[config.mk]
export PLATFORM = sky130hd
export DESIGN_NAME = cva6_dmem_adapter_flat
export DESIGN_NICKNAME = d
export VERILOG_FILES = /design/src/rtl/cva6_dmem_adapter_if.sv /design/src/rtl/cva6_dmem_adapter.sv /design/src/flat_wrapper.sv
export SDC_FILE = /design/constraint.sdc
export NUM_CORES = 1
export LEC_CHECK = 0
export CAP_MARGIN = 10
export CORE_AREA = 8 8 189 137
export DETAILED_ROUTE_END_ITERATION = 8
export DIE_AREA = 0 0 197 145
export HOLD_SLACK_MARGIN = 0.02
export PLACE_DENSITY = 0.7
export SLEW_MARGIN = 20
export SYNTH_ARGS = -nofsm -noshare
export SYNTH_HDL_FRONTEND = slang
export SYNTH_SLANG_ARGS = --single-unit
[constraint.sdc]
create_clock -name clk -period 7.1 [get_ports clk]
set_input_delay 1.42 -clock clk [delete_from_list [all_inputs] [get_ports clk]]
set_output_delay 1.42 -clock clk [all_outputs]
set_load 0.01 [all_outputs]
[src/rtl/cva6_dmem_adapter_if.sv]
// Bus bundle for the CVA6 data-RAM front end: CPU request/response plus RAM-side port.
// slave = adapter view, master = CPU + RAM view.
interface cva6_dmem_adapter_if;
    logic        req_valid;
    logic        req_ready;
    logic [31:0] req_addr;
    logic        req_we;
    logic [1:0]  req_size;
    logic        req_unsigned;
    logic [31:0] req_wdata;
    logic        rsp_valid;
    logic        rsp_ready;
    logic [31:0] rsp_rdata;
    logic        rsp_err;
    logic        ram_req;
    logic        ram_we;
    logic [3:0]  ram_be;
    logic [11:0] ram_addr;
    logic [31:0] ram_wdata;
    logic [31:0] ram_rdata;

    modport slave (
        input  req_valid, req_addr, req_we, req_size, req_unsigned, req_wdata,
        output req_ready,
        output rsp_valid, rsp_rdata, rsp_err,
        input  rsp_ready,
        output ram_req, ram_we, ram_be, ram_addr, ram_wdata,
        input  ram_rdata
    );

    modport master (
        output req_valid, req_addr, req_we, req_size, req_unsigned, req_wdata,
        input  req_ready,
        input  rsp_valid, rsp_rdata, rsp_err,
        output rsp_ready,
        input  ram_req, ram_we, ram_be, ram_addr, ram_wdata,
        output ram_rdata
    );
endinterface

[src/rtl/cva6_dmem_adapter.sv]
// Byte-addressed load/store front end for the 4 KB data RAM: range check, misaligned split
// into two word beats, load alignment/extension into a held response.
module cva6_dmem_adapter #(
    parameter logic [31:0] BASE_ADDR  = 32'h1000_0000,
    parameter int unsigned SIZE_BYTES = 4096
) (
    input logic clk,
    input logic rst,
    cva6_dmem_adapter_if.slave bus
);

    localparam logic [2:0] IDLE  = 3'd0;
    localparam logic [2:0] BEAT0 = 3'd1;
    localparam logic [2:0] BEAT1 = 3'd2;
    localparam logic [2:0] WAIT  = 3'd3;
    localparam logic [2:0] RESP  = 3'd4;

    localparam logic [32:0] LAST_ADDR = {1'b0, BASE_ADDR} + 33'(SIZE_BYTES) - 33'd1;

    logic [2:0]  state;
    logic        we_q;
    logic [1:0]  size_q;
    logic        uns_q;
    logic [1:0]  b_q;
    logic        split_q;
    logic [9:0]  w_q;
    logic [3:0]  be_hi_q;
    logic [31:0] wdata_hi_q;
    logic [31:0] lo_q;

    logic [2:0]  nbytes;
    logic [3:0]  mask;
    logic [32:0] addr33;
    logic [32:0] end33;
    logic        bad;
    logic [11:0] off;
    logic [7:0]  m8;
    logic [63:0] d64;

    always_comb begin
        nbytes = 3'd0;
        mask   = 4'b0000;
        case (bus.req_size)
            2'b00:   begin nbytes = 3'd1; mask = 4'b0001; end
            2'b01:   begin nbytes = 3'd2; mask = 4'b0011; end
            2'b10:   begin nbytes = 3'd4; mask = 4'b1111; end
            default: begin nbytes = 3'd0; mask = 4'b0000; end
        endcase
    end

    // 33-bit math so a request near 0xFFFF_FFFF cannot wrap back into the window.
    assign addr33 = {1'b0, bus.req_addr};
    assign end33  = addr33 + {30'b0, nbytes} - 33'd1;
    assign bad    = (addr33 < {1'b0, BASE_ADDR}) || (end33 > LAST_ADDR) || (bus.req_size == 2'b11);
    assign off    = bus.req_addr[11:0] - BASE_ADDR[11:0];
    assign m8     = {4'b0000, mask} << off[1:0];
    assign d64    = {32'b0, bus.req_wdata} << {off[1:0], 3'b000};

    assign bus.req_ready = (state == IDLE) && !rst;

    logic [63:0] rd64;
    logic [31:0] aligned;
    logic [31:0] load_val;

    always_comb begin
        rd64    = split_q ? {bus.ram_rdata, lo_q} : {32'b0, bus.ram_rdata};
        aligned = 32'(rd64 >> {b_q, 3'b000});
        case (size_q)
            2'b00:   load_val = uns_q ? {24'b0, aligned[7:0]}  : {{24{aligned[7]}}, aligned[7:0]};
            2'b01:   load_val = uns_q ? {16'b0, aligned[15:0]} : {{16{aligned[15]}}, aligned[15:0]};
            default: load_val = aligned;
        endcase
    end

    always_ff @(posedge clk) begin
        if (rst) begin
            state         <= IDLE;
            bus.ram_req   <= 1'b0;
            bus.ram_we    <= 1'b0;
            bus.ram_be    <= 4'b0000;
            bus.ram_addr  <= 12'd0;
            bus.ram_wdata <= 32'd0;
            bus.rsp_valid <= 1'b0;
            bus.rsp_err   <= 1'b0;
            bus.rsp_rdata <= 32'd0;
            we_q          <= 1'b0;
            size_q        <= 2'b00;
            uns_q         <= 1'b0;
            b_q           <= 2'b00;
            split_q       <= 1'b0;
            w_q           <= 10'd0;
            be_hi_q       <= 4'b0000;
            wdata_hi_q    <= 32'd0;
            lo_q          <= 32'd0;
        end else begin
            bus.ram_req <= 1'b0;
            bus.ram_we  <= 1'b0;
            bus.ram_be  <= 4'b0000;
            case (state)
                IDLE: if (bus.req_valid) begin
                    we_q       <= bus.req_we;
                    size_q     <= bus.req_size;
                    uns_q      <= bus.req_unsigned;
                    b_q        <= off[1:0];
                    split_q    <= (m8[7:4] != 4'b0000);
                    w_q        <= off[11:2];
                    be_hi_q    <= m8[7:4];
                    wdata_hi_q <= d64[63:32];
                    if (bad) begin
                        state         <= RESP;
                        bus.rsp_valid <= 1'b1;
                        bus.rsp_err   <= 1'b1;
                        bus.rsp_rdata <= 32'd0;
                    end else begin
                        state         <= BEAT0;
                        bus.ram_req   <= 1'b1;
                        bus.ram_we    <= bus.req_we;
                        bus.ram_be    <= m8[3:0];
                        bus.ram_addr  <= {2'b00, off[11:2]};
                        bus.ram_wdata <= d64[31:0];
                    end
                end
                BEAT0: begin
                    if (split_q) begin
                        state         <= BEAT1;
                        bus.ram_req   <= 1'b1;
                        bus.ram_we    <= we_q;
                        bus.ram_be    <= be_hi_q;
                        bus.ram_addr  <= {2'b00, w_q + 10'd1};
                        bus.ram_wdata <= wdata_hi_q;
                    end else begin
                        state <= WAIT;
                    end
                end
                BEAT1: begin
                    lo_q  <= bus.ram_rdata;
                    state <= WAIT;
                end
                WAIT: begin
                    state         <= RESP;
                    bus.rsp_valid <= 1'b1;
                    bus.rsp_err   <= 1'b0;
                    bus.rsp_rdata <= we_q ? 32'd0 : load_val;
                end
                RESP: if (bus.rsp_ready) begin
                    state         <= IDLE;
                    bus.rsp_valid <= 1'b0;
                    bus.rsp_err   <= 1'b0;
                    bus.rsp_rdata <= 32'd0;
                end
                default: state <= IDLE;
            endcase
        end
    end

endmodule

[src/flat_wrapper.sv]
// flat-port wrapper written by rule: the top's interface ports become plain ports
module cva6_dmem_adapter_flat 
#(
    parameter logic [31:0] BASE_ADDR  = 32'h1000_0000,
    parameter int unsigned SIZE_BYTES = 4096
)
  (clk, rst, bus_req_valid, bus_req_addr, bus_req_we, bus_req_size, bus_req_unsigned, bus_req_wdata, bus_req_ready, bus_rsp_valid, bus_rsp_rdata, bus_rsp_err, bus_rsp_ready, bus_ram_req, bus_ram_we, bus_ram_be, bus_ram_addr, bus_ram_wdata, bus_ram_rdata);
  cva6_dmem_adapter_if bus_i ();
  input logic clk;
  input logic rst;
  input wire logic [$bits(bus_i.req_valid)-1:0] bus_req_valid;
  input wire logic [$bits(bus_i.req_addr)-1:0] bus_req_addr;
  input wire logic [$bits(bus_i.req_we)-1:0] bus_req_we;
  input wire logic [$bits(bus_i.req_size)-1:0] bus_req_size;
  input wire logic [$bits(bus_i.req_unsigned)-1:0] bus_req_unsigned;
  input wire logic [$bits(bus_i.req_wdata)-1:0] bus_req_wdata;
  output wire logic [$bits(bus_i.req_ready)-1:0] bus_req_ready;
  output wire logic [$bits(bus_i.rsp_valid)-1:0] bus_rsp_valid;
  output wire logic [$bits(bus_i.rsp_rdata)-1:0] bus_rsp_rdata;
  output wire logic [$bits(bus_i.rsp_err)-1:0] bus_rsp_err;
  input wire logic [$bits(bus_i.rsp_ready)-1:0] bus_rsp_ready;
  output wire logic [$bits(bus_i.ram_req)-1:0] bus_ram_req;
  output wire logic [$bits(bus_i.ram_we)-1:0] bus_ram_we;
  output wire logic [$bits(bus_i.ram_be)-1:0] bus_ram_be;
  output wire logic [$bits(bus_i.ram_addr)-1:0] bus_ram_addr;
  output wire logic [$bits(bus_i.ram_wdata)-1:0] bus_ram_wdata;
  input wire logic [$bits(bus_i.ram_rdata)-1:0] bus_ram_rdata;
  assign bus_i.req_valid = bus_req_valid;
  assign bus_i.req_addr = bus_req_addr;
  assign bus_i.req_we = bus_req_we;
  assign bus_i.req_size = bus_req_size;
  assign bus_i.req_unsigned = bus_req_unsigned;
  assign bus_i.req_wdata = bus_req_wdata;
  assign bus_req_ready = bus_i.req_ready;
  assign bus_rsp_valid = bus_i.rsp_valid;
  assign bus_rsp_rdata = bus_i.rsp_rdata;
  assign bus_rsp_err = bus_i.rsp_err;
  assign bus_i.rsp_ready = bus_rsp_ready;
  assign bus_ram_req = bus_i.ram_req;
  assign bus_ram_we = bus_i.ram_we;
  assign bus_ram_be = bus_i.ram_be;
  assign bus_ram_addr = bus_i.ram_addr;
  assign bus_ram_wdata = bus_i.ram_wdata;
  assign bus_i.ram_rdata = bus_ram_rdata;
  cva6_dmem_adapter #(.BASE_ADDR(BASE_ADDR), .SIZE_BYTES(SIZE_BYTES)) u_core (.clk(clk), .rst(rst), .bus(bus_i));
endmodule
# Word-level counts from Yosys, hierarchy flattened

Cells that the tools add are included.

Logic and storage cells: 94
Flip-flop bits (word level): 172

Eq/ne operators: 13
Shift-type cells: 3
Magnitude comparators: 2
Add/sub/neg operators: 3
Mux-type cells: 41
Reductions and logical operators: 14

Operator list:

| kind                                                                    | number |
|---|---|
| 32-bit 2-to-1 mux                                                       | 9 |
| 32-bit one-hot mux with 2 select lines                                  | 2 |
| 32-bit one-hot mux with 3 select lines                                  | 1 |
| 64-bit 2-to-1 mux                                                       | 1 |
| 32-bit by 5-bit << shifter with 64-bit output                           | 1 |
| 64-bit by 5-bit >> shifter with 32-bit output                           | 1 |
| 12-bit 2-to-1 mux                                                       | 3 |
| 32-bit by 3-bit adder with 33-bit output                                | 1 |
| 33-bit by 29-bit > comparator with 1-bit output (second input constant) | 1 |
| 33-bit by 1-bit subtractor with 33-bit output (second input constant)   | 1 |
| 32-bit by 29-bit < comparator with 1-bit output (second input constant) | 1 |
| 12-bit one-hot mux with 2 select lines                                  | 1 |
| 3-bit one-hot mux with 5 select lines                                   | 1 |
| 4-bit 2-to-1 mux                                                        | 3 |
| 4-bit one-hot mux with 3 select lines                                   | 1 |
| 10-bit by 1-bit adder with 10-bit output (second input constant)        | 1 |
| 1-bit 2-to-1 mux                                                        | 10 |
| 3-bit 2-to-1 mux                                                        | 3 |
| 3-bit one-hot mux with 3 select lines                                   | 1 |
| 4-bit one-hot mux with 2 select lines                                   | 1 |
| 4-bit AND reduction                                                     | 2 |
| 4-bit by 2-bit << shifter with 8-bit output                             | 1 |
| 3-bit by 2-bit == test with 1-bit output (second input constant)        | 2 |
| 2-bit inequality test (second input constant)                           | 3 |
| other kinds (16)                                                        | 24 |

# Logic depth before layout (Yosys ltp)

Gate-level depths: netlist of run 1.

Depth in word-level cells: 10
Mapped depth: 18
Depth with buffers taken out: 17

# Worst setup path before layout of run 1

OpenSTA, ideal clock, no wires.

Path type: input -> register
Start: input bus_req_addr[1]
End: register u_core.bus.ram_wdata[13]
Arrival time: 5.270 ns
Stages on the path: 17
Required time: 6.981 ns
Setup slack: 1.712 ns
Buffers on the path: 3
Cells stage by stage: clkbuf_1 > inv_2 > clkbuf_1 > ha_1 > inv_1 > ha_1 > fa_1 > a211oi_2 > o21ai_2 > a211oi_4 > a2111oi_1 > or3_4 > a2111oi_4 > a41oi_2 > or3_1 > buf_2 > o221a_2

Word-level cells in the longest chain between the ends: 7
Elaborated cells on any way between the ends: 12

Ends and longest elaborated chain:

| element                                         | RTL line                   | RTL |
|---|---|---|
| from (decl)                                     | flat_wrapper.sv:12         | `input wire logic [$bits(bus_i.req_addr)-1:0] bus_req_addr;` |
| 32-bit by 3-bit adder with 33-bit output        | cva6_dmem_adapter.sv:53    | `assign end33 = addr33 + {30'b0, nbytes} - 33'd1;` |
| 33-bit by 1-bit subtractor with 33-bit output   | cva6_dmem_adapter.sv:53    |  |
| 33-bit by 29-bit > comparator with 1-bit output | cva6_dmem_adapter.sv:54    | `assign bad = (addr33 < {1'b0, BASE_ADDR}) \|\| (end33 > LAST_ADDR) \|\| (bus.req_size == 2'b11);` |
| 1-bit logical OR (2 in series)                  | cva6_dmem_adapter.sv:54    |  |
| 2-bit inequality test (no source line)          | --                         |  |
| 4-bit AND reduction (no source line)            | --                         |  |
| to (signal assigned)                            | cva6_dmem_adapter.sv:120   | `bus.ram_wdata <= d64[31:0];` |
| to (signal assigned)                            | cva6_dmem_adapter.sv:130   | `bus.ram_wdata <= wdata_hi_q;` |
| to (decl)                                       | cva6_dmem_adapter_if.sv:27 | `output ram_req, ram_we, ram_be, ram_addr, ram_wdata,` |

Parallel ways exist; a longest one is shown, timed or not. The select of a mux whose other input is x is not followed.
A chain may end at the register's enable or synchronous reset.

# Final worst setup path of run 1

Start: input bus_req_size[1]
End: register u_core.bus.ram_wdata[13]

Word-level cells in the longest chain between the ends: 9
Elaborated cells on any way between the ends: 12

Ends and longest elaborated chain:

| element                                         | RTL line                | RTL |
|---|---|---|
| from (decl)                                     | flat_wrapper.sv:14      | `input wire logic [$bits(bus_i.req_size)-1:0] bus_req_size;` |
| 2-bit == test, or another cell as far along     | cva6_dmem_adapter.sv:43 | `case (bus.req_size)` |
| 3-bit one-hot mux with 3 select lines           | cva6_dmem_adapter.sv:43 |  |
| 32-bit by 3-bit adder with 33-bit output        | cva6_dmem_adapter.sv:53 |  |
| 33-bit by 1-bit subtractor with 33-bit output   | cva6_dmem_adapter.sv:53 |  |
| 33-bit by 29-bit > comparator with 1-bit output | cva6_dmem_adapter.sv:54 |  |
| 1-bit logical OR                                | cva6_dmem_adapter.sv:54 |  |
| 1-bit logical OR (*)                            | cva6_dmem_adapter.sv:54 |  |
| 2-bit inequality test (no source line) (*)      | --                      |  |
| 4-bit AND reduction (no source line) (*)        | --                      |  |

Mark *: on every way between the ends. The rest lies on a longest branch, timed or not.

==> qor.csv, run 1 <==
metric,value,unit
clock latency at the later pin of the worst-skew pair,0.43,ns
Clk Tree Root Cell,clkbuf_16,
cell count after synthesis,1321,
R2R Setup Slk,3.53,ns
Worst Setup SP,bus_req_size[1],
Die Wd,197,um
power per cell area,205,nW/um^2
clock buffer depth,2,
CP arrival,6.58,ns
Post-synth top cells,"nand2_1, a21oi_1, dfxtp_1, clkbuf_1, o21ai_0",
min Tclk post-route,6.21,ns
post-CTS sizing,0,
post-CTS setup buffers,0,
top achievable clock speed,161,MHz
dpl cell area,12100,um^2
Hold Crit Start,u_core.wdata_hi_q[5]$_SDFFE_PP0P_,
post-DP HPWL,25400,um
IO Count,189,
final setup vio count,0,
vias,10395,
Core Region,23100,um^2
kind of critical path,input pin to register,
Post-layout nets,1584,
Setup TNS,0,ns
Synth Flop Type,dfxtp_1,
total power,2.60,mW
vias in the first global route,9529,
"EDFF count, synth",0,
PortBufs,186,
Startpoint Class,input pin,
cts hold-fix bufs,0,
drt via density,5.87,
Hold Path Depth,2,
post-DR wirelength/cell,19.6,um
synth top area cells,"dfxtp_1, nand2_1, a21oi_1",
Hold Crit Class,register to register,
#FFs+latches synth,161,
Hold EP,u_core.wdata_hi_q[5]$_SDFFE_PP0P_,
die area,28600,um^2
global routing's busiest layer,met1,
fin crit share,0.874,
Finished Cell Area,12700,um^2
TritonRoute pass-1 iters,6,
GRT overflow,0,
Critical Path End Type,register,
Synth area leader,dfxtp_1,
RSZ-0062 raised after global routing,no,
Final ANT Viol Nets,0,
status,"finished, final reports clean",
sequential share of the synthesized area,0.318,
Crit Path Max Fanout,27,
share of the synthesized area in the top cell type,0.318,
initial antenna violation count,1,
"Cell Area, Synth",10100,um^2
Clock Skew,0.0153,ns
GRT Util Overall,0.234,
Initial DRC Count,1232,
met2 usage in global routing,0.337,
Hold WS,0.454,ns
Num CTS Buffers,17,
layout cells sized above 1,0.0731,
Synth warnings,0,
Crit Reg-Reg Startpoint,u_core.state[2]$_SDFFE_PP0P_,
first-pass GRT wire length,54400,um
DRC,0,
row count,47,
cells on worst reg2reg path,6,
Max Cap Violations,0,
Slew @ Worst Pin,1.10,ns
reg-to-reg critical path endpoint,u_core.bus.ram_wdata[18]$_SDFFE_PP0P_,
Sink Count,161,
Clock Pin Slew Worst Setup and Hold Paths,0.07,ns
top-count cell post-synth,nand2_1,
Die Ht,145,um
max-slew violation count,0,
Slew headroom,0.266,
Post-synth ARST share,0,
CTS tree,done,
met3 Use GR,0.0494,
Starting Density,0.439,
Mean Syn Cell Area,7.67,um^2
Synth cell types,76,
WP data required,7.47,ns
area grow syn2layout,25.1,%
Leak,4.66,nW
maximum VDD drop,0.173,mV
Routed WL,34600,um
M1 GR Usage,0.350,
Placer Congestion,0.917,
Fin. Hold Viols,0,
pin count of the biggest net entering global routing,90,
CTS H-Tree Depth,4,
==> routing by layer <==
layer | up-vias | wire length (um)
met5 | - | 0
met4 | 0 | 561
met3 | 43 | 2630
met2 | 452 | 14700
met1 | 4901 | 16800
li1 | 4999 | -
==> state kept, by name, indices dropped and copies added, names as in the netlist <==
name	count
u_core.we_q	1
u_core.b_q	2
u_core.be_hi_q	3
u_core.uns_q	1
u_core.bus.ram_wdata	32
u_core.bus.ram_req	1
u_core.wdata_hi_q	24
u_core.bus.ram_we	1
u_core.lo_q	32
u_core.w_q	10
u_core.bus.ram_be	4
u_core.bus.rsp_valid	1
u_core.bus.ram_addr	10
u_core.bus.rsp_err	1
u_core.split_q	1
u_core.state	3
u_core.size_q	2
u_core.bus.rsp_rdata	32
==> layout make-up <==
| cell class | instances | area [um^2] |
|---|---|---|
| inverters | 64 | 240 |
| fillers | 2170 | 10400 |
| diodes | 1 | 2.50 |
| multi-input cells | 997 | 6270 |
| flip-flops and latches | 161 | 3220 |
| well taps | 318 | 398 |
| repair buffers | 197 | 1940 |
| clock inverters | 15 | 164 |
| clock buffers | 17 | 425 |
==> per-stage QoR <==
step	cells	setup WS [ns]	utilization
5_1_grt	1770	0.607	0.550
4_1_cts	1769	0.922	0.549
3_5_place_dp	1737	0.508	0.524
2_1_floorplan	1322	1.71	-
3_3_place_gp	1737	0.619	0.524
6_report	1770	0.892	0.550
==> kinds of logic (layout without fill, tap and decap cells) <==
logic type / after synthesis / in the layout / share of synthesized area
compound gates: 432 / 432 / 0.278
xor+xnor: 17 / 17 / 0.0147
fa+ha+maj: 42 / 42 / 0.0526
buf+inv: 164 / 293 / 0.0638
flops: 161 / 161 / 0.318
mux: 69 / 69 / 0.0799
other cells: 1 / 3 / 0.000370
simple gates: 435 / 435 / 0.192
==> critical path: stages <==
cell	delay (ns)
clkdlybuf4s50_1	0.56
ha_1	0.30
inv_1	0.10
ha_1	0.28
inv_1	0.07
fa_1	0.44
a211oi_2	0.25
o21ai_2	0.11
a211oi_4	0.35
a2111oi_1	0.16
or3_4	0.40
a2111oi_4	0.36
a41oi_2	0.27
o21a_1	0.50
nor2_4	0.65
o221a_2	0.31
==> power breakdown <==
part,internal [mW],switching (mW),total (mW)
Sequential,0.945,0.0451,0.990
Combinational,0.273,0.408,0.681
Clock,0.502,0.430,0.932
Total,1.72,0.883,2.60
==> layout by cell type (no fill, tap or decap), drive strengths merged, types with 4 or more instances in the layout <==
cell	synthesis	routed
mux4	8	8
o22ai	18	18
o2bb2ai	24	24
a21o	10	10
nor2b	14	14
o221a	15	15
and3	8	8
a31oi	13	13
o21bai	4	4
nand3	45	45
o21a	5	5
dfxtp	161	161
o21ai	72	72
clkdlybuf4s50	0	185
or3	5	5
a22oi	5	5
clkbuf	74	17
nand2	240	240
and2	10	10
nor3	10	10
buf	26	12
nand4	12	12
a21oi	172	172
xnor2	7	7
mux2	15	15
nor4	4	4
o211ai	14	14
ha	41	41
a311oi	9	9
mux2i	46	46
xor2	10	10
nor2	64	64
o2111ai	17	17
inv	63	73
nor3b	10	10
a211oi	23	23
==> worst max-delay path by stage <==
stage,end,slack [ns]
3_3_place_gp,u_core.bus.rsp_rdata[15]$_SDFFE_PP0P_,0.62
2_1_floorplan,u_core.bus.ram_wdata[13]$_SDFFE_PP0P_,1.71
5_1_grt,u_core.bus.rsp_rdata[15]$_SDFFE_PP0P_,0.61
4_1_cts,u_core.bus.ram_wdata[13]$_SDFFE_PP0P_,0.92
6_report,u_core.bus.ram_wdata[13]$_SDFFE_PP0P_,0.89
3_5_place_dp,u_core.bus.ram_wdata[13]$_SDFFE_PP0P_,0.51
Note: power is estimated with default switching activity, not from simulation.
==> run 2, diff against run 1 <==
- GPL_TIMING_DRIVEN: unset -> 0
==> run 2 against run 1 <==
Net effect: final cell count rose by 4.9%; maximum frequency shrank 2.4%; sequential share of layout area down 0.52 points; sequential power shrank 2%; largest cell class unchanged.
==> qor.csv, run 2 (synthesis gave the netlist of run 1 again) <==
metric,value,unit,change
status,"finished, final reports clean",,unchanged
Die Wd,197,um,unchanged
max-slew violation count,0,,unchanged
post-DR wirelength/cell,20.9,um,was 19.6 um
Num CTS Buffers,17,,unchanged
GRT Util Overall,0.262,,was 0.234
GRT overflow,0,,unchanged
vias in the first global route,10311,,was 9529
min Tclk post-route,6.36,ns,was 6.21 ns
cts hold-fix bufs,0,,unchanged
RSZ-0062 raised after global routing,no,,unchanged
Setup TNS,0,ns,unchanged
Sink Count,161,,unchanged
Crit Path Max Fanout,10,,was 27
power per cell area,203,nW/um^2,was 205 nW/um^2
Hold Crit Start,u_core.bus.rsp_rdata[12]$_SDFFE_PP0P_,,was u_core.wdata_hi_q[5]$_SDFFE_PP0P_
CTS tree,done,,unchanged
Core Region,23100,um^2,unchanged
WP data required,7.40,ns,was 7.47 ns
clock latency at the later pin of the worst-skew pair,0.44,ns,was 0.43 ns
CP arrival,6.66,ns,was 6.58 ns
Clk Tree Root Cell,clkbuf_16,,unchanged
dpl cell area,12400,um^2,was 12100 um^2
Placer Congestion,0.970,,was 0.917
Routed WL,38800,um,was 34600 um
vias,11026,,was 10.4k
drt via density,5.94,,was 5.87
"commonest non-fill, non-tap cell in the layout",nand2_1,,unchanged
Max Cap Violations,0,,unchanged
initial antenna violation count,1,,unchanged
cells on worst reg2reg path,8,,was 6
DRC,0,,unchanged
final setup vio count,0,,unchanged
row count,47,,unchanged
IO Count,189,,unchanged
"commonest non-fill, non-tap cells in the layout","nand2_1, clkdlybuf4s50_1, a21oi_1",,unchanged
fin crit share,0.896,,was 0.874
Hold EP,u_core.bus.rsp_rdata[12]$_SDFFE_PP0P_,,was u_core.wdata_hi_q[5]$_SDFFE_PP0P_
R2R Setup Slk,3.53,ns,about the same
Die Ht,145,um,unchanged
kind of critical path,input pin to register,,unchanged
CTS H-Tree Depth,4,,unchanged
Hold Path Depth,1,,was 2
post-DP HPWL,30300,um,was 25400 um
Clock Skew,0.0117,ns,was 0.0153 ns
Critical Path End Type,register,,unchanged
top achievable clock speed,157,MHz,was 161 MHz
biggest regs,"u_core.bus.ram_wdata: 32 flops, u_core.bus.rsp_rdata: 32 flops, u_core.lo_q: 32 flops",,unchanged
first-pass GRT wire length,59600,um,was 54400 um
clock buffer depth,2,,unchanged
TritonRoute pass-1 iters,6,,unchanged
pin count of the biggest net entering global routing,17,,was 90
Fin. Hold Viols,0,,unchanged
Initial DRC Count,1375,,was 1232
Starting Density,0.439,,unchanged
Post-layout nets,1671,,was 1584
post-CTS sizing,0,,unchanged
Fillers,2210,,was 2170
layout cells sized above 1,0.0676,,was 0.0731
post-CTS setup buffers,0,,unchanged
Leak,4.76,nW,was 4.66 nW
Finished Cell Area,12900,um^2,was 12700 um^2
Slew headroom,0.427,,was 0.266
Slew @ Worst Pin,0.860,ns,was 1.10 ns
die area,28600,um^2,unchanged
maximum VDD drop,0.196,mV,was 0.173 mV
Hold Crit Class,register to register,,unchanged
Crit Reg-Reg Startpoint,u_core.b_q[0]$_SDFFE_PP0P_,,was u_core.state[2]$_SDFFE_PP0P_
reg-to-reg critical path endpoint,u_core.bus.rsp_rdata[6]$_SDFFE_PP0P_,,was u_core.bus.ram_wdata[18]$_SDFFE_PP0P_
Startpoint Class,input pin,,unchanged
PortBufs,184,,was 186
Final ANT Viol Nets,0,,unchanged
area grow syn2layout,27.7,%,was 25.1%
Clock Pin Slew Worst Setup and Hold Paths,0.07,ns,about the same
run 2: cell count changes in the layout (fill, tap and decap cells not counted), sizes merged:
cell           before  now
buf                12   26
bufinv              1    0
clkbuf             17   93
clkdlybuf4s50     185  184
clkinv              3    4
clkinvlp            2    1
inv                73   72
run 2: how the worst max path moves through the flow:
stage	start	endpoint	slack, ns	cells past startpoint
floorplan	bus_req_addr[1]	u_core.bus.ram_wdata[13]$_SDFFE_PP0P_	1.71	17
global placement	bus_req_size[0]	u_core.bus.ram_wdata[25]$_SDFFE_PP0P_	0.51	18
detailed placement	bus_req_size[0]	u_core.bus.ram_wdata[27]$_SDFFE_PP0P_	0.44	18
CTS	bus_req_size[0]	u_core.bus.ram_wdata[27]$_SDFFE_PP0P_	0.88	18
global route	bus_req_size[0]	u_core.bus.ram_wdata[27]$_SDFFE_PP0P_	0.60	18
finish	bus_req_size[0]	u_core.bus.ram_wdata[27]$_SDFFE_PP0P_	0.74	18
run 2: worst max-delay path, stage by stage:
cell and delay, ns:
clkdlybuf4s50_1 0.54, inv_1 0.14, ha_1 0.31, inv_1 0.14, ha_1 0.29, inv_1 0.06, fa_1 0.45, a211oi_2 0.29
o21ai_2 0.14, a211oi_4 0.39, a2111oi_1 0.17, or3_4 0.40, a2111oi_4 0.36, a41oi_2 0.29, o21a_1 0.43, nor2_4 0.34
buf_2 0.33, o22ai_1 0.14
run 2: layout make-up:
| class | instances | area [um^2] | share of cell area |
|---|---|---|---|
| Antenna cell | 1 | 2.50 | 0.000194 |
| Buffer | 100 | 405 | 0.0314 |
| Clock buffer | 19 | 443 | 0.0343 |
| Clock inverter | 13 | 115 | 0.00890 |
| Inverter | 64 | 240 | 0.0186 |
| Multi-Input combinational cell | 997 | 6260 | 0.484 |
| Sequential cell | 161 | 3220 | 0.249 |
| Tap cell | 318 | 398 | 0.0308 |
| Timing Repair Buffer | 184 | 1840 | 0.142 |
run 2: report_power, final:
group | internal, mW | total, mW | switching (mW)
combinational | 0.285 | 0.746 | 0.461
clock | 0.472 | 0.900 | 0.429
sequential | 0.945 | 0.975 | 0.0301
run 2: through the flow:
step / std cells / util / worst slack (ns) / hold WS, ns / power (mW)
2_1_floorplan: 1322 / - / 1.71 / 0.432 / 1.42
3_3_place_gp: 1824 / 0.537 / 0.507 / 0.435 / 1.71
3_5_place_dp: 1824 / 0.537 / 0.439 / 0.439 / 1.72
4_1_cts: 1856 / 0.561 / 0.876 / 0.453 / 2.60
5_1_grt: 1857 / 0.561 / 0.600 / 0.476 / 2.72
6_report: 1857 / 0.561 / 0.738 / 0.451 / 2.62
run 2: layer usage:
layer	vias up	routed length (um)	GRT usage
li1	5180	-	-
met1	5184	18000	0.386
met2	615	15500	0.360
met3	47	4590	0.0846
met4	0	637	0.0615
met5	-	0	0
==> run 3, diff against run 2 <==
- CORE_AREA: 8 8 189 137 -> 5 5 186 134
- DIE_AREA: 0 0 197 145 -> 0 0 191 139
- GPL_TIMING_DRIVEN: 0 -> 1
==> run 3 against run 2 <==
Net effect: non-clock buffer count decreased by 85; clock power rose by 5.7%; critical path depth down 1; global-route usage down 1.5 points; sequential power is 2% higher; flip-flop and latch count did not move; routed wire length decreased by 12%; worst hold slack better by 0.0016 ns; power grew 0.14%; core utilization down 1.2 points; clock skew increased by 0.0081 ns; critical path type unchanged; critical endpoint is now u_core.bus.rsp_rdata[13]$_SDFFE_PP0P_; largest cell class unchanged; largest power group unchanged.
==> qor.csv, run 3 (synthesis gave the netlist of run 1 again) <==
metric,value,unit,change
status,"finished, final reports clean",,unchanged
clock latency at the later pin of the worst-skew pair,0.45,ns,was 0.44 ns
Post-layout nets,1586,,was 1671
min Tclk post-route,6.18,ns,was 6.36 ns
CP arrival,6.55,ns,was 6.66 ns
Max Cap Violations,0,,unchanged
cells on worst reg2reg path,6,,was 8
clock power share,0.362,,was 0.343
Slew headroom,0.260,,was 0.427
Clock Skew,0.0198,ns,was 0.0117 ns
Finished Cell Area,12700,um^2,was 12900 um^2
Fin. Hold Viols,0,,unchanged
Placer Congestion,0.921,,was 0.970
pin count of the biggest net entering global routing,91,,was 17
CTS H-Tree Depth,4,,unchanged
Die Ht,139,um,was 145 um
Register Area,3220,um^2,about the same
layout cells sized above 1,0.0736,,was 0.0676
"commonest non-fill, non-tap cell in the layout",nand2_1,,unchanged
post-DP HPWL,24800,um,was 30300 um
CP cell instances,clkdlybuf4s50_1 -> inv_1 -> ha_1 -> inv_1 -> ha_1 -> inv_1 -> fa_1 -> a211oi_2 -> o21ai_2 -> a211oi_4 -> a2111oi_1 -> or3_4 -> a2111oi_4 -> a41oi_2 -> o21ai_0 -> and2b_1 -> a21o_1,,was clkdlybuf4s50_1 -> inv_1 -> ha_1 -> inv_1 -> ha_1 -> inv_1 -> fa_1 -> a211oi_2 -> o21ai_2 -> a211oi_4 -> a2111oi_1 -> or3_4 -> a2111oi_4 -> a41oi_2 -> o21a_1 -> nor2_4 -> buf_2 -> o22ai_1
max-slew violation count,0,,unchanged
dpl cell area,12100,um^2,was 12400 um^2
reg-to-reg critical path endpoint,u_core.bus.ram_addr[1]$_SDFFE_PP0P_,,was u_core.bus.rsp_rdata[6]$_SDFFE_PP0P_
power per cell area,207,nW/um^2,was 203 nW/um^2
vias in the first global route,9552,,was 10.3k
GRT overflow,0,,unchanged
first-pass GRT wire length,53200,um,was 59600 um
Leak,4.68,nW,was 4.76 nW
PortBufs,186,,was 184
Sink Count,161,,unchanged
Critical Path End Type,register,,unchanged
Clk Tree Root Cell,clkbuf_16,,unchanged
CP peak stage delay,0.84,ns,was 0.54 ns
Final Core Density,0.549,,was 0.561
sw frac,0.333,,was 0.351
maximum VDD drop,0.201,mV,was 0.196 mV
WP data required,7.47,ns,was 7.40 ns
DRC,0,,unchanged
Hold WS,0.453,ns,was 0.451 ns
CTS tree,done,,unchanged
Startpoint Class,input pin,,unchanged
top achievable clock speed,162,MHz,was 157 MHz
Fillers,2179,,was 2210
Sequential Power Share,0.377,,was 0.372
RSZ-0062 raised after global routing,no,,unchanged
combinational power share,0.261,,was 0.285
Crit Path Max Fanout,31,,was 10
Die Wd,191,um,was 197 um
Initial DRC Count,1149,,was 1375
Crit Reg-Reg Startpoint,u_core.state[2]$_SDFFE_PP0P_,,was u_core.b_q[0]$_SDFFE_PP0P_
Routed WL,34000,um,was 38800 um
post-DR wirelength/cell,19.2,um,was 20.9 um
Hold Crit Class,register to register,,unchanged
Setup TNS,0,ns,unchanged
GRT Util Overall,0.247,,was 0.262
CP max-delay cell,and2b_1,,was clkdlybuf4s50_1
Core Region,23100,um^2,about the same
post-CTS setup buffers,0,,unchanged
Hold Crit Start,u_core.wdata_hi_q[6]$_SDFFE_PP0P_,,was u_core.bus.rsp_rdata[12]$_SDFFE_PP0P_
Inserted Diodes,0,,was 1
area occupied by multi-input gates,6270,um^2,was 6260 um^2
IO Count,189,,unchanged
Int Power,1.75,mW,was 1.70 mW
post-CTS sizing,0,,unchanged
fin crit share,0.870,,was 0.896
vias,10436,,was 11.0k
row count,47,,unchanged
P_sw,874,uW,was 920 uW
initial antenna violation count,1,,unchanged
biggest regs,"u_core.bus.ram_wdata: 32 flops, u_core.bus.rsp_rdata: 32 flops, u_core.lo_q: 32 flops",,unchanged
Num CTS Buffers,17,,unchanged
"commonest non-fill, non-tap cells in the layout","nand2_1, clkdlybuf4s50_1, a21oi_1",,unchanged
R2R Setup Slk,3.53,ns,about the same
clock buffer depth,2,,unchanged
kind of critical path,input pin to register,,unchanged
Hold EP,u_core.wdata_hi_q[6]$_SDFFE_PP0P_,,was u_core.bus.rsp_rdata[12]$_SDFFE_PP0P_
area grow syn2layout,25.3,%,was 27.7%
drt via density,5.89,,was 5.94
Clock Pin Slew Worst Setup and Hold Paths,0.07,ns,about the same
die area,26500,um^2,was 28600 um^2
cts hold-fix bufs,0,,unchanged
Final ANT Viol Nets,0,,unchanged
Slew @ Worst Pin,1.11,ns,was 0.860 ns
Starting Density,0.438,,was 0.439
TritonRoute pass-1 iters,5,,was 6
Crit path top cell by count,inv_1,,unchanged
final setup vio count,0,,unchanged
Hold Path Depth,2,,was 1
[run 3: routing by layer]
metal	vias up	part of all wire	global-route usage	routed length (um)
met5	-	0.00038	0	13
met4	2	0.012	0.0510	418
met3	36	0.086	0.0516	2930
met2	459	0.43	0.350	14600
met1	4954	0.47	0.383	16100
li1	4985	-	-	-
[run 3: cell type report]
cell class / instances / area share
Multi-Input combinational cell: 997 / 0.494
Inverter: 64 / 0.0189
Clock inverter: 15 / 0.0136
Timing Repair Buffer: 199 / 0.154
Sequential cell: 161 / 0.254
Clock buffer: 17 / 0.0335
Tap cell: 318 / 0.0314
[run 3: critical path, delay by kind of cell]
kind / cells / cell delay (ns)
buf+inv: 4 / 0.76
compound gates: 8 / 2.13
fa+ha+maj: 3 / 1.00
simple gates: 2 / 1.25
[run 3: how the worst max path moves through the flow]
stage | slack, ns | to | startpoint | cells after the start
finish | 0.92 | u_core.bus.rsp_rdata[13]$_SDFFE_PP0P_ | bus_req_size[0] | 17
global route | 0.57 | u_core.bus.rsp_rdata[13]$_SDFFE_PP0P_ | bus_req_size[0] | 17
CTS | 0.95 | u_core.bus.rsp_rdata[13]$_SDFFE_PP0P_ | bus_req_size[0] | 17
detailed placement | 0.54 | u_core.bus.rsp_rdata[15]$_SDFFE_PP0P_ | bus_req_size[1] | 16
global placement | 0.66 | u_core.bus.rsp_rdata[15]$_SDFFE_PP0P_ | bus_req_size[1] | 16
floorplan | 1.71 | u_core.bus.ram_wdata[13]$_SDFFE_PP0P_ | bus_req_addr[1] | 17
[run 3: power groups by stage]
stage          Sequential [mW]  Clock [mW]  Combinational (mW)
6_report                 0.990       0.951               0.684
5_1_grt                  0.995       0.999               0.741
4_1_cts                  0.989       0.954               0.670
3_5_place_dp              1.01           0               0.667
3_3_place_gp              1.01           0               0.660
2_1_floorplan            0.996           0               0.427
[run 3: through the flow]
stage | setup slack [ns] | power (mW) | cells
5_1_grt | 0.566 | 2.74 | 1771
4_1_cts | 0.952 | 2.61 | 1771
3_5_place_dp | 0.537 | 1.68 | 1739
6_report | 0.920 | 2.63 | 1771
2_1_floorplan | 1.71 | 1.42 | 1322
3_3_place_gp | 0.661 | 1.67 | 1739
